==> src/rtl/seq_unsigned_divider_pkg.sv <==
// Shared definitions for the sequential restoring divider: FSM states and default width.
package seq_unsigned_divider_pkg;

    typedef enum logic [1:0] {
        IDLE = 2'd0,
        CALC = 2'd1,
        DONE = 2'd2
    } state_t;

    localparam int DEFAULT_N = 4;

endpackage

==> src/rtl/seq_unsigned_divider_step.sv <==
// One restoring-division step: shift in the next dividend bit, trial-subtract the divisor.
module div_restore_step #(
    parameter int N = 4
) (
    input  logic [N-1:0] rem,
    input  logic         bit_in,
    input  logic [N-1:0] divisor,
    output logic [N-1:0] rem_next,
    output logic         q_bit
);

    logic [N:0] trial;
    logic [N:0] diff;

    always_comb begin
        trial = {rem, bit_in};
        diff  = trial - {1'b0, divisor};
        // rem < divisor keeps trial < 2*divisor, so diff[N] is set only on a borrow.
        q_bit    = ~diff[N];
        rem_next = q_bit ? diff[N-1:0] : trial[N-1:0];
    end

endmodule

==> src/rtl/seq_unsigned_divider.sv <==
// Sequential unsigned restoring divider: one quotient bit per CALC cycle, MSB first.
module seq_unsigned_divider
    import seq_unsigned_divider_pkg::*;
#(
    parameter int N = DEFAULT_N
) (
    input  logic         clk,
    input  logic         rst,
    input  logic         start,
    input  logic [N-1:0] A,
    input  logic [N-1:0] B,
    output logic         busy,
    output logic         done,
    output logic [N-1:0] quotient,
    output logic [N-1:0] remainder,
    output logic         div_by_zero
);

    localparam int CW = $clog2(N + 1);

    state_t        state_reg;
    state_t        state_next;
    logic [N-1:0]  q_reg;
    logic [N-1:0]  rem_reg;
    logic [N-1:0]  divisor_reg;
    logic [CW-1:0] count_reg;
    logic          div_by_zero_reg;
    logic [N-1:0]  step_rem;
    logic          step_q;

    always_ff @(posedge clk) begin
        if (rst) begin
            state_reg <= IDLE;
        end else begin
            state_reg <= state_next;
        end
    end

    always_comb begin
        state_next = state_reg;
        case (state_reg)
            IDLE: begin
                if (start) begin
                    state_next = (B == '0) ? DONE : CALC;
                end
            end
            CALC: begin
                if (count_reg == CW'(N - 1)) begin
                    state_next = DONE;
                end
            end
            DONE:    state_next = IDLE;
            default: state_next = IDLE;
        endcase
    end

    div_restore_step #(.N(N)) u_step (
        .rem      (rem_reg),
        .bit_in   (q_reg[N-1]),
        .divisor  (divisor_reg),
        .rem_next (step_rem),
        .q_bit    (step_q)
    );

    // q_reg starts as the dividend and fills with quotient bits as the dividend shifts out.
    always_ff @(posedge clk) begin
        if (rst) begin
            q_reg           <= '0;
            rem_reg         <= '0;
            divisor_reg     <= '0;
            count_reg       <= '0;
            div_by_zero_reg <= 1'b0;
        end else begin
            case (state_reg)
                IDLE: begin
                    if (start) begin
                        if (B == '0) begin
                            q_reg           <= '1;
                            rem_reg         <= A;
                            div_by_zero_reg <= 1'b1;
                        end else begin
                            q_reg           <= A;
                            rem_reg         <= '0;
                            divisor_reg     <= B;
                            count_reg       <= '0;
                            div_by_zero_reg <= 1'b0;
                        end
                    end
                end
                CALC: begin
                    rem_reg   <= step_rem;
                    q_reg     <= {q_reg[N-2:0], step_q};
                    count_reg <= count_reg + CW'(1);
                end
                default: ;
            endcase
        end
    end

    assign busy        = (state_reg != IDLE);
    assign done        = (state_reg == DONE);
    assign quotient    = q_reg;
    assign remainder   = rem_reg;
    assign div_by_zero = div_by_zero_reg;

endmodule
==> config.mk <==
export PLATFORM = sky130hd
export DESIGN_NAME = seq_unsigned_divider
export DESIGN_NICKNAME = d
export VERILOG_FILES = /design/src/rtl/seq_unsigned_divider_pkg.sv /design/src/rtl/seq_unsigned_divider_step.sv /design/src/rtl/seq_unsigned_divider.sv
export SDC_FILE = /design/constraint.sdc
export NUM_CORES = 1
export LEC_CHECK = 0
export ABC_AREA = 1
export ABC_CLOCK_PERIOD_IN_PS = 2200
export CORE_UTILIZATION = 49
export CTS_CLUSTER_DIAMETER = 60
export DETAILED_ROUTE_END_ITERATION = 16
export GPL_ROUTABILITY_DRIVEN = 0
export PLACE_DENSITY = 0.77
export SKIP_LAST_GASP = 1
export SLEW_MARGIN = 20
export SYNTH_ARGS = -nofsm -noshare
export SYNTH_HDL_FRONTEND = slang
export SYNTH_SLANG_ARGS = --single-unit
==> constraint.sdc <==
create_clock -name clk -period 2.2 [get_ports clk]
set_input_delay 0.55 -clock clk [delete_from_list [all_inputs] [get_ports clk]]
set_output_delay 0.55 -clock clk [all_outputs]
set_load 0.005 [all_outputs]
==> After elaboration in Yosys (flattened, before gate mapping) <==
Cells that the tools add are included.
{ "totals": {"ff_bits": 18, "out_inout_bits": 11} }
{ "classes": {"reduce_logical": 9, "eq_ne": 6, "bitwise_logic": 2, "addsub": 2, "n_mux": 15} }
{ "op_table": {"columns": ["operator", "n"], "rows": [
  ["two-way mux 4 bit", 5],
  ["case mux 4 bit (2 select lines)", 2],
  ["two-way mux 2 bit", 3],
  ["two-way mux 3 bit", 2],
  ["inequality test 2 bit, second input constant", 3],
  ["case mux 3 bit (2 select lines)", 1],
  ["AND reduction 2 bit", 3],
  ["AND reduction 3 bit", 2],
  ["subtractor 5 x 4 -> 5 bit", 1],
  ["zero test 4 bit", 1],
  ["case mux 2 bit (2 select lines)", 1],
  ["nonzero test 2 bit", 2],
  ["adder 3 x 1 -> 3 bit, second input constant", 1],
  ["equality test 3 x 2 -> 1 bit, second input constant", 1],
  ["equality test 2 x 1 -> 1 bit, second input constant", 1],
  ["equality test 2 bit, second input constant", 1],
  ["zero test 2 bit", 1],
  ["NOT 1 bit", 2],
  ["two-way mux 1 bit", 1]
]} }

==> Longest topological paths before layout <==
Gate-level depths: netlist of run 1.
{ "depth": {"word_depth": 4, "ltp_mapped": 12, "mapped_depth_nobuf": 12} }

==> Cells and area by module <==
From an unflattened synthesis of run 1, not the netlist that was laid out.
{ "unflattened": {"cells_unflattened": 166, "area_unflattened_um2": 1127.3} }
{ "modules_own_cells": {"columns": ["mod", "cells_per_inst", "area_per_inst_um2", "n_inst"], "rows": [
  ["seq_unsigned_divider", 117, 839.6, 1],
  ["div_restore_step", 49, 287.8, 1]
]} }

==> Worst setup path before layout of run 1 <==
Ideal clock, no wire load.
{ "synth_path": {"path_type": "register to register", "start": "register q_reg[3], in the netlist quotient[3]", "end": "register rem_reg[3], in the netlist remainder[3]", "setup_slack_ns": 0.573, "arrival_ns": 1.510, "stages_incl_launch_ff": 13, "path_cell_list": "dfxtp_1 -> inv_1 -> ha_1 -> inv_1 -> fa_1 -> nand2_1 -> nand2_2 -> nand3_2 -> nand2_2 -> nor2_1 -> nor2_1 -> nor2_1 -> nor2_1"} }
{ "synth_between": {"elab_chain_len": 3} }
{ "synth_rtl": {"columns": ["item", "line_no", "source"], "rows": [
  ["from (decl)", "seq_unsigned_divider.sv:23", "logic [N-1:0] q_reg;"],
  ["from (signal assigned)", "seq_unsigned_divider.sv:92", "q_reg <= {q_reg[N-2:0], step_q};"],
  ["subtractor 5 x 4 -> 5 bit", "seq_unsigned_divider_step.sv:17", "diff = trial - {1'b0, divisor};"],
  ["two-way mux 4 bit", "seq_unsigned_divider_step.sv:20", "rem_next = q_bit ? diff[N-1:0] : trial[N-1:0];"],
  ["case mux 4 bit (2 select lines)", "seq_unsigned_divider.sv:74", "case (state_reg)"],
  ["to (signal assigned)", "seq_unsigned_divider.sv:91", "rem_reg <= step_rem;"],
  ["to (decl)", "seq_unsigned_divider.sv:24", "logic [N-1:0] rem_reg;"]
]} }
No other way between the ends.
A chain may end at the register's enable or synchronous reset.

==> Worst setup path after layout of run 1 <==
{ "layout_path": {"start": "register state_reg[0]", "end": "output busy"} }
{ "layout_between": {"elab_chain_len": 1} }
{ "layout_rtl": {"columns": ["item", "line_no", "source"], "rows": [
  ["from (decl)", "seq_unsigned_divider.sv:21", "state_t state_reg;"],
  ["from (signal assigned)", "seq_unsigned_divider.sv:35", "state_reg <= state_next;"],
  ["nonzero test 2 bit", "seq_unsigned_divider.sv:100", "assign busy = (state_reg != IDLE);"],
  ["to (decl)", "seq_unsigned_divider.sv:12", "output logic busy,"]
]} }
No other way between the ends.

==> key figures, run 1 <==
Hold path
  • Number of cells on the worst hold path: 1
  • Worst Hold Launch: state_reg[1]
  • Type of the worst min-delay path: flip-flop to flip-flop

Timing
  • Period minus WS final: between 1500 and 2000 ps
  • Setup-failing EPs final: 0
  • Clock tree skew after final layout: 3.08 ps
  • Max-slew violation count: 0
  • Final setup TNS: 0 ps
  • RSZ-0062 raised after global routing: false
  • Actual transition at the worst max-transition pin: 361 ps
  • Fmax: 514 MHz
  • Final critical-path share of the clock period: 88.4%
  • Headroom to the max-slew limit: 75.9%
  • Final hold violation count: 0

Placement
  • Detailed placer's ending HPWL: 1920 um
  • Post-placement cell area: 0.00127 sq mm
  • Number of port buffers: 21

Yosys
  • Post-synthesis cell type with the largest combined area: sky130_fd_sc_hd__dfxtp_1
  • Total standard cell area after synthesis: 0.00104 sq mm
  • Top cells by instance count after synthesis: sky130_fd_sc_hd__nor2_1, sky130_fd_sc_hd__nand2_1, sky130_fd_sc_hd__dfxtp_1
  • Yosys warning count: 0
  • Synthesized net count: 161
  • Distinct cells, synth: 25
  • Syn_area_per_cell: 7.27 sq um
  • Main area contributors after synthesis: sky130_fd_sc_hd__dfxtp_1, sky130_fd_sc_hd__nor2_1, sky130_fd_sc_hd__ha_1
  • Dominant register cell in the synthesized netlist: sky130_fd_sc_hd__dfxtp_1
  • Number of synthesized register bits: 18
  • Post-synth top area share: roughly a third
  • Sequential cell area fraction in the yosys report: 34.7%
  • Cells after synthesis: 143
  • Most common cell in the netlist: sky130_fd_sc_hd__nor2_1
  • Post-synthesis async set-or-reset flop share: 0%
  • Number of flops mapped to enable cells by yosys: 0

Global routing
  • Vias in the first global route: 886
  • Maximum number of pins on one net before global-route repair: 15
  • Antenna violations before repair: 0
  • Global Route Usage Sum: 24.4%
  • Global-route wire length before repair: just under 4000 um
  • Total congestion overflow: 0

Route
  • Drt pass-1 iters: 4
  • Vias per cell: 5.31
  • WL/cell: 12.8 um
  • Wirelength, routed: 2460 um
  • DRC violations left: 0
  • Number of vias after detailed routing: 1025
  • Antenna viol nets, final: 0
  • Number of violations reported at the end of detailed-routing iteration 0: 35

Clock network
  • Number of buffers on the longest clock path: 2
  • Deepest level of the CTS H-tree: 1
  • Number of sinks handled by clock tree synthesis: 18
  • Number of buffers created by CTS: 3
  • Number of buffers inserted to repair setup after CTS: 0
  • Clock root buffer: sky130_fd_sc_hd__clkbuf_4
  • Clock tree from TritonCTS: done
  • Hold Buf Count CTS: 0
  • Clock insertion delay at the later pin of the skew report: 300 ps
  • Reg clk slew, reported paths: 110 ps
  • Post-cts resize count: 0

Layout
  • Flip-flop and latch area: 360 sq um
  • Final cell utilization of the core: 65.8%
  • Area used by multi-input combinational logic: 583 sq um
  • Ant. Diodes: 0
  • Final Net Count: between 150 and 200
  • Layout area overhead: 25.5%
  • Fill cell total of the finished layout: 172
  • Final instance area: 0.00131 sq mm
  • Fraction of layout cells with a size suffix above 1: between 10 and 15%

Power and ir drop
  • Power density relative to cell area: 753 mW/mm^2
  • Leak pwr: 0.574 nW
  • VDD IR max: 0.632 mV

Critical path
  • R2r setup slk: 360 ps
  • Arrival time at the worst endpoint: between 1000 and 1500 ps
  • Critical path peak fanout: 3
  • Endpoint of the worst-slack reg-to-reg timing path: remainder[3]
  • Setup crit end: busy
  • Length in cells of the worst reg-to-reg path: 12
  • Category of the most critical setup path: flip-flop to primary output
  • Startpoint of the worst setup timing path: state_reg[0]
  • Kind of start point of the critical path: flip-flop
  • CP required: between 1500 and 2000 ps
  • Critical Path Sink Type: primary output
  • Startpoint of the worst-slack reg-to-reg timing path: quotient[3]

Die
  • Number of primary I/O pins: 22
  • Effective utilization at floorplan: 52.5%
  • Floorplan die height: 48.1 um
  • Die extent in x: 48.1 um
  • Row count: 16
  • Core region area: 0.00198 sq mm
  • Total Die Area: 0.00231 sq mm

Job
  • Count of max-cap constraint violations: 0

Outcome
  • Run status: complete, no violations
==> logic make-up (layout without fill, tap and decap cells) <==
| family | Yosys count | after routing | share of synthesized area, % |
|---|---|---|---|
| AND/OR/NAND/NOR | 65 | 65 | 30.3 |
| AO/OA/AOI/OAI | 29 | 29 | 15.8 |
| buffers and inverters | 23 | 46 | 9.27 |
| flip-flops | 18 | 18 | 34.7 |
| adder cells (fa/ha/maj) | 7 | 7 | 9.15 |
| XOR/XNOR | 1 | 1 | 0.843 |
==> final cells by class <==
cell class / instances / area share (%)
multi-input combinational: 102 / 44.7
sequential: 18 / 27.6
timing repair buffer: 21 / 16.1
inverter: 21 / 6.23
clock buffer: 4 / 2.78
tap: 27 / 2.59
==> metrics by stage <==
step,power [W],cells,setup slack [ps],hold slack (ps)
2_1_floorplan,0.000650,143,573,425
3_3_place_gp,0.000763,189,238,451
3_5_place_dp,0.000778,189,226,453
4_1_cts,0.000981,193,256,469
5_1_grt,0.00106,193,166,479
6_report,0.000983,193,255,464
==> where the power goes <==
group          internal [W]  switching, W  total, W
clock network      0.000101      0.000109  0.000210
logic              0.000169      0.000214  0.000383
registers          0.000361     0.0000290  0.000390
==> worst min path at each step <==
stage	slack, ps	to
after floorplan	420	state_reg[1]
after CTS	470	state_reg[1]
after global routing	480	state_reg[1]
after detailed placement	450	state_reg[1]
after global placement	450	state_reg[1]
final	460	state_reg[1]
==> routing by layer <==
layer  routed length (um)  GRT usage [%]  vias up
met5                    0              0        -
met4                   14           4.44        0
met3                  206           8.68        2
met2                 1150           37.0       48
met1                 1100           33.6      459
li1                     -              -      516
==> cells in the final DEF, fill, tap and decap left out, types with 2 or more instances in the layout <==
master,instances
sky130_fd_sc_hd__nand3_2,3
sky130_fd_sc_hd__nand3_1,13
sky130_fd_sc_hd__o221ai_1,2
sky130_fd_sc_hd__nor2_1,21
sky130_fd_sc_hd__a21oi_1,12
sky130_fd_sc_hd__inv_2,5
sky130_fd_sc_hd__o21ai_0,11
sky130_fd_sc_hd__nand2_4,2
sky130_fd_sc_hd__clkbuf_4,3
sky130_fd_sc_hd__inv_1,15
sky130_fd_sc_hd__ha_1,6
sky130_fd_sc_hd__dfxtp_1,18
sky130_fd_sc_hd__nand2_1,20
sky130_fd_sc_hd__clkdlybuf4s50_1,21
sky130_fd_sc_hd__nand2_2,3
==> worst max-delay path, cell delays in order (launching register included) <==
cell                              delay (ps)
sky130_fd_sc_hd__dfxtp_1                 420
sky130_fd_sc_hd__inv_2                    80
sky130_fd_sc_hd__nand2_1                  90
sky130_fd_sc_hd__clkdlybuf4s50_1         500
(Power assumes the default switching activity.)
==> inputs of run 2 (changes only) <==
- CORE_UTILIZATION: 49 -> 60
- DONT_BUFFER_PORTS: unset -> 1
- PLACE_DENSITY: 0.77 -> 0.76
==> run 2 against run 1 <==
The flow now finishes with violations (design-rule violations). Non-clock buffer count shrank 21. Fmax up 7.1%. Critical endpoint is now remainder[3]. Core utilization increased by 3.5 points. Sequential cell count did not move. Final area decreased by 17%. Via count shrank 8.2%. Largest power group unchanged. Clock skew down 0.74 ps. Worst setup slack improved by 130 ps. Hold slack worse by 160 ps. Power is 7.7% lower. Combinational power shrank 21%.
==> key figures, run 2 (synthesis gave the netlist of run 1 again) <==
Timing
  • Final critical-path share of the clock period: around 83%
  • Headroom to the max-slew limit: 73.0%
  • Clock tree skew after final layout: between 2 and 2.5 ps
  • Final setup TNS: 0 ps
  • Final-layout worst hold slack: between 300 and 400 ps
  • Final hold violation count: 0
  • Max-slew violation count: 0
  • Fmax: 551 MHz
  • RSZ-0062 raised after global routing: false
  • Setup-failing EPs final: 0
  • Actual transition at the worst max-transition pin: 405 ps
  • Period minus WS final: 1820 ps

Job
  • Count of max-cap constraint violations: 0

Critical path
  • Setup crit end: remainder[3]
  • Startpoint of the worst setup timing path: quotient[3]
  • Category of the most critical setup path: flip-flop to flip-flop
  • Cell seen most often among critical-path stages: sky130_fd_sc_hd__nor2_1
  • Length in cells of the worst reg-to-reg path: 12
  • Buffers & Inverters on Critical Path: 2
  • Family with the most delay on the worst path: simple AND/OR/NAND/NOR gates
  • Critical Path Sink Type: flip-flop
  • Cell with the biggest individual delay on the critical path: sky130_fd_sc_hd__fa_1
  • CP required: about 2400 ps
  • Endpoint of the worst-slack reg-to-reg timing path: remainder[3]
  • Kind of start point of the critical path: flip-flop
  • Cells along the critical path: inv_1 > ha_1 > inv_1 > fa_1 > nand2_1 > nand2_2 > nand3_2 > nand2_2 > nor2_1 > nor2_1 > nor2_1 > nor2_1
  • Critical path peak fanout: 5
  • Startpoint of the worst-slack reg-to-reg timing path: quotient[3]
  • Biggest cell delay along the critical path: 410 ps
  • Critical path depth in cells: 12
  • R2r setup slk: 380 ps
  • Arrival time at the worst endpoint: 2010 ps

Clock network
  • Number of buffers created by CTS: 3
  • Deepest level of the CTS H-tree: 1
  • Hold Buf Count CTS: 0
  • Number of buffers on the longest clock path: 2
  • Post-cts resize count: 0
  • Clock tree from TritonCTS: done
  • Number of buffers inserted to repair setup after CTS: 0
  • Number of sinks handled by clock tree synthesis: 18
  • Reg clk slew, reported paths: 100 ps
  • Clock insertion delay at the later pin of the skew report: about 300 ps
  • Clock root buffer: sky130_fd_sc_hd__clkbuf_4

Layout
  • Most used cells in the layout excluding fill and tap cells: sky130_fd_sc_hd__nor2_1, sky130_fd_sc_hd__nand2_1, sky130_fd_sc_hd__dfxtp_1
  • Non-filler cells, final: 161
  • Final Net Count: 164
  • Layout area overhead: 3.97%
  • Fill cell total of the finished layout: about 140
  • Commonest non-fill, non-tap cell in the layout: sky130_fd_sc_hd__nor2_1
  • Ant. Diodes: 0
  • Fraction of layout cells with a size suffix above 1: 14.5%

Power and ir drop
  • Leak pwr: 0.495 nW
  • Total power draw: 0.000907 W
  • VDD IR max: around 0.47 mV
  • Power density relative to cell area: around 840 mW/mm^2

Die
  • Number of primary I/O pins: 22
  • Core region area: approximately 0.0016 sq mm
  • Total Die Area: 0.00190 sq mm
  • Effective utilization at floorplan: 66.7%
  • Die extent in x: 43.6 um
  • Row count: 14
  • Floorplan die height: between 40 and 50 um

Placement
  • Number of port buffers: 0
  • Detailed placer's ending HPWL: 1710 um
  • Number of placed instances, taps included: 157

Route
  • Wirelength, routed: 2250 um
  • Antenna viol nets, final: 0
  • Number of vias after detailed routing: roughly 940
  • Detailed-routed wire length on met3: 228 um
  • Number of violations reported at the end of detailed-routing iteration 0: 17
  • DRC violations left: 3
  • Uppermost signal routing layer after detailed routing: met4
  • Met1 wire length: 972 um
  • Drt pass-1 iters: 10
  • Vias per cell: 5.84
  • WL/cell: 14.0 um
  • Met2 Wirelength: ~1000 um

Outcome
  • Violated checks: design-rule violations
  • Run status: finished, violations left

Global routing
  • Global Route Usage Sum: 26.6%
  • Global-route wire length before repair: 3730 um
  • Total congestion overflow: 0
  • Vias in the first global route: around 900
  • Maximum number of pins on one net before global-route repair: 15
  • Antenna violations before repair: 0

Hold path
  • Type of the worst min-delay path: input pin to flip-flop
==> run 2: final cells by class <==
cell class / instances / area, sq um / area share [%]
Tap cell: 16 / 20.0 / 1.85
Sequential cell: 18 / 360 / 33.3
Clock buffer: 4 / 36.3 / 3.36
Inverter: 21 / 81.3 / 7.52
Multi-Input combinational cell: 102 / 583 / 53.9
==> run 2: worst min-delay path by stage <==
stage / startpoint / to / cells after the start
2_1_floorplan: state_reg[1] / state_reg[1] / 1
3_3_place_gp: state_reg[1] / state_reg[1] / 1
3_5_place_dp: state_reg[1] / state_reg[1] / 1
4_1_cts: rst / count_reg[2] / 1
5_1_grt: rst / state_reg[0] / 1
6_report: rst / state_reg[0] / 1
==> run 2: power breakdown <==
part | switching [W] | total [W] | leakage, nW | internal, W
combinational | 0.000191 | 0.000304 | 0.326 | 0.000113
clock | 0.000105 | 0.000206 | 0.0210 | 0.000101
sequential | 0.0000364 | 0.000398 | 0.148 | 0.000361
total | 0.000332 | 0.000907 | 0.495 | 0.000575
==> run 2: per-layer routing <==
layer / GRT usage, % / up-vias
li1: - / 475
met1: 34.2 / 417
met2: 41.5 / 46
met3: 8.75 / 3
met4: 10.0 / 0
met5: 0 / -
==> run 2: stage by stage <==
step	setup slack (ps)	util [%]	instance area, sq um
3_5_place_dp	423	67.0	1040
2_1_floorplan	573	-	1040
3_3_place_gp	475	67.0	1040
6_report	384	69.3	1080
4_1_cts	417	69.3	1080
5_1_grt	225	69.3	1080
==> inputs of run 3 (changes only) <==
- ABC_CLOCK_PERIOD_IN_PS: 2200 -> 1600
- CORE_UTILIZATION: 60 -> 55
- PLACE_DENSITY: 0.76 -> 0.73
- clock period: 2.2 -> 1.6 ns (I/O delays scaled with it)
==> run 3 against run 2 <==
The run ends with negative setup slack left. Core utilization rose by 2.3 points. Worst setup slack worse by 490 ps. Wire length grew 17%. Clock power grew 15%. Sequential power grew 36%. Register-to-register slack got worse by 490 ps. Via count increased by 7.7%. Clock skew grew 1.6 ps. Cell count increased by 11%.
==> key figures, run 3 (synthesis gave the netlist of run 1 again) <==
Layout
  • Fraction of layout cells with a size suffix above 1: 30.5%
  • Layout area overhead: 20.2%
  • Commonest non-fill, non-tap cell in the layout: sky130_fd_sc_hd__nor2_1
  • Non-filler cells, final: around 180
  • Fill cell total of the finished layout: 139
  • Ant. Diodes: 0
  • Final Net Count: 174
  • Final instance area: 0.00125 sq mm
  • Most used cells in the layout excluding fill and tap cells: sky130_fd_sc_hd__nor2_1, sky130_fd_sc_hd__nand2_1, sky130_fd_sc_hd__dfxtp_1

Die
  • Total Die Area: 0.00207 sq mm
  • Die extent in x: 45.5 um
  • Core region area: 0.00175 sq mm
  • Row count: 15
  • Effective utilization at floorplan: 59.6%
  • Number of primary I/O pins: 22
  • Floorplan die height: ~45 um

Critical path
  • Critical Path Sink Type: flip-flop
  • CP required: 1790 ps
  • Arrival time at the worst endpoint: 1900 ps
  • Critical path peak fanout: 4
  • Category of the most critical setup path: flip-flop to flip-flop
  • Kind of start point of the critical path: flip-flop

Hold path
  • Type of the worst min-delay path: input pin to flip-flop

Power and ir drop
  • Proportion of power drawn by combinational gates: 44.6%
  • Power density relative to cell area: roughly 1100 mW/mm^2
  • Power share of the sequential group: 38.6%
  • VDD IR max: 0.816 mV
  • Design internal power: approximately 0.00083 W
  • Leak pwr: 0.554 nW
  • Total net switching power: 0.000572 W
  • Total power draw: approximately 0.0014 W
  • Fraction of power spent switching nets: roughly 41%
  • Part of the total power dissipated in the clock network: roughly 17%

Timing
  • RSZ-0062 raised after global routing: true
  • Final worst slack: -105 ps
  • Period minus WS final: approximately 1700 ps
  • Actual transition at the worst max-transition pin: approximately 330 ps
  • Headroom to the max-slew limit: between 70% and 80%
  • Setup-failing EPs final: 5
  • Final hold violation count: 0
  • Max-slew violation count: 0
  • Fmax: 586 MHz
  • Final critical-path share of the clock period: 107%
  • Clock tree skew after final layout: 3.94 ps

Placement
  • Number of port buffers: 0
  • Post-placement cell area: about 0.0011 sq mm
  • Number of placed instances, taps included: 173
  • Detailed placer's ending HPWL: 1770 um

Job
  • Count of max-cap constraint violations: 0

Route
  • Number of vias after detailed routing: 1013
  • Wirelength, routed: 2630 um
  • Drt pass-1 iters: 4
  • Number of violations reported at the end of detailed-routing iteration 0: 25
  • WL/cell: 14.7 um
  • Vias per cell: 5.66
  • DRC violations left: 0
  • Antenna viol nets, final: 0

Global routing
  • Antenna violations before repair: 0
  • Global Route Usage Sum: 27.1%
  • Maximum number of pins on one net before global-route repair: 11
  • Vias in the first global route: 913
  • Global-route wire length before repair: approximately 3900 um
  • Total congestion overflow: 0

Clock network
  • Reg clk slew, reported paths: around 110 ps
  • Clock root buffer: sky130_fd_sc_hd__clkbuf_4
  • Deepest level of the CTS H-tree: 1
  • Clock insertion delay at the later pin of the skew report: 300 ps
  • Number of buffers created by CTS: 3
  • Clock tree from TritonCTS: done
  • Hold Buf Count CTS: 0
  • Number of buffers on the longest clock path: 2
  • Number of sinks handled by clock tree synthesis: 18

Outcome
  • Run status: finished, violations left
  • Violated checks: negative setup slack
[run 3: final cells by class]
class                   count  area, sq um  area share [%]
clock buffers               3         22.5            1.80
inverters                  21         81.3            6.51
multi-input cells         102          673            53.9
flip-flops and latches     18          363            29.0
well taps                  25         31.3            2.50
repair buffers             10         78.8            6.31
[run 3: power by group through the flow]
stage | sequential, W | combinational, W | clock, W
finish | 0.000541 | 0.000624 | 0.000236
global route | 0.000545 | 0.000673 | 0.000249
CTS | 0.000539 | 0.000565 | 0.000230
detailed placement | 0.000546 | 0.000461 | 0
global placement | 0.000545 | 0.000450 | 0
floorplan | 0.000544 | 0.000352 | 0
[run 3: path summary, 6_finish.rpt]
| path | end | depth (start not counted) | from | slack (ps) |
|---|---|---|---|---|
| hold reg to reg | count_reg[2] | 2 | count_reg[2] | 460 |
| hold / removal | quotient[0] | 1 | rst | 150 |
| setup reg to reg | remainder[0] | 11 | quotient[3] | -110 |
| setup / recovery | remainder[0] | 11 | quotient[3] | -110 |
[run 3: critical path, cell delays in order (launching register included)]
cell                      delay [ps]
sky130_fd_sc_hd__dfxtp_2         340
sky130_fd_sc_hd__inv_2            60
sky130_fd_sc_hd__ha_4            120
sky130_fd_sc_hd__inv_2            40
sky130_fd_sc_hd__fa_2            370
sky130_fd_sc_hd__nand2_2         110
sky130_fd_sc_hd__nand2_4          70
sky130_fd_sc_hd__nand3_4         100
sky130_fd_sc_hd__buf_6           110
sky130_fd_sc_hd__nand3_1         100
sky130_fd_sc_hd__nand3_2         100
sky130_fd_sc_hd__a21oi_2          70
[run 3: what timing repair did]
item	in CTS	in global routing
setup buffers	2	1
endpoints found under the setup margin	4	5
resized for setup	17	6
pin swaps	8	5
[run 3: through the flow]
| stage | setup slack, ps | setup TNS (ps) | utilization [%] | hold slack, ps |
|---|---|---|---|---|
| after floorplan | 34.8 | 0 | - | 425 |
| after global placement | 14.2 | 0 | 63.7 | 436 |
| after detailed placement | -62.7 | -177 | 63.7 | 444 |
| after CTS | -43.0 | -156 | 69.7 | 156 |
| after global routing | -120 | -480 | 71.6 | 150 |
| final | -105 | -275 | 71.6 | 153 |
[run 3: metal layers]
metal	global-route usage (%)	wire length, um	vias to the layer above
li1	-	-	498
met1	33.3	1140	458
met2	44.9	1210	48
met3	3.97	206	9
met4	15.2	68	0
met5	0	0	-
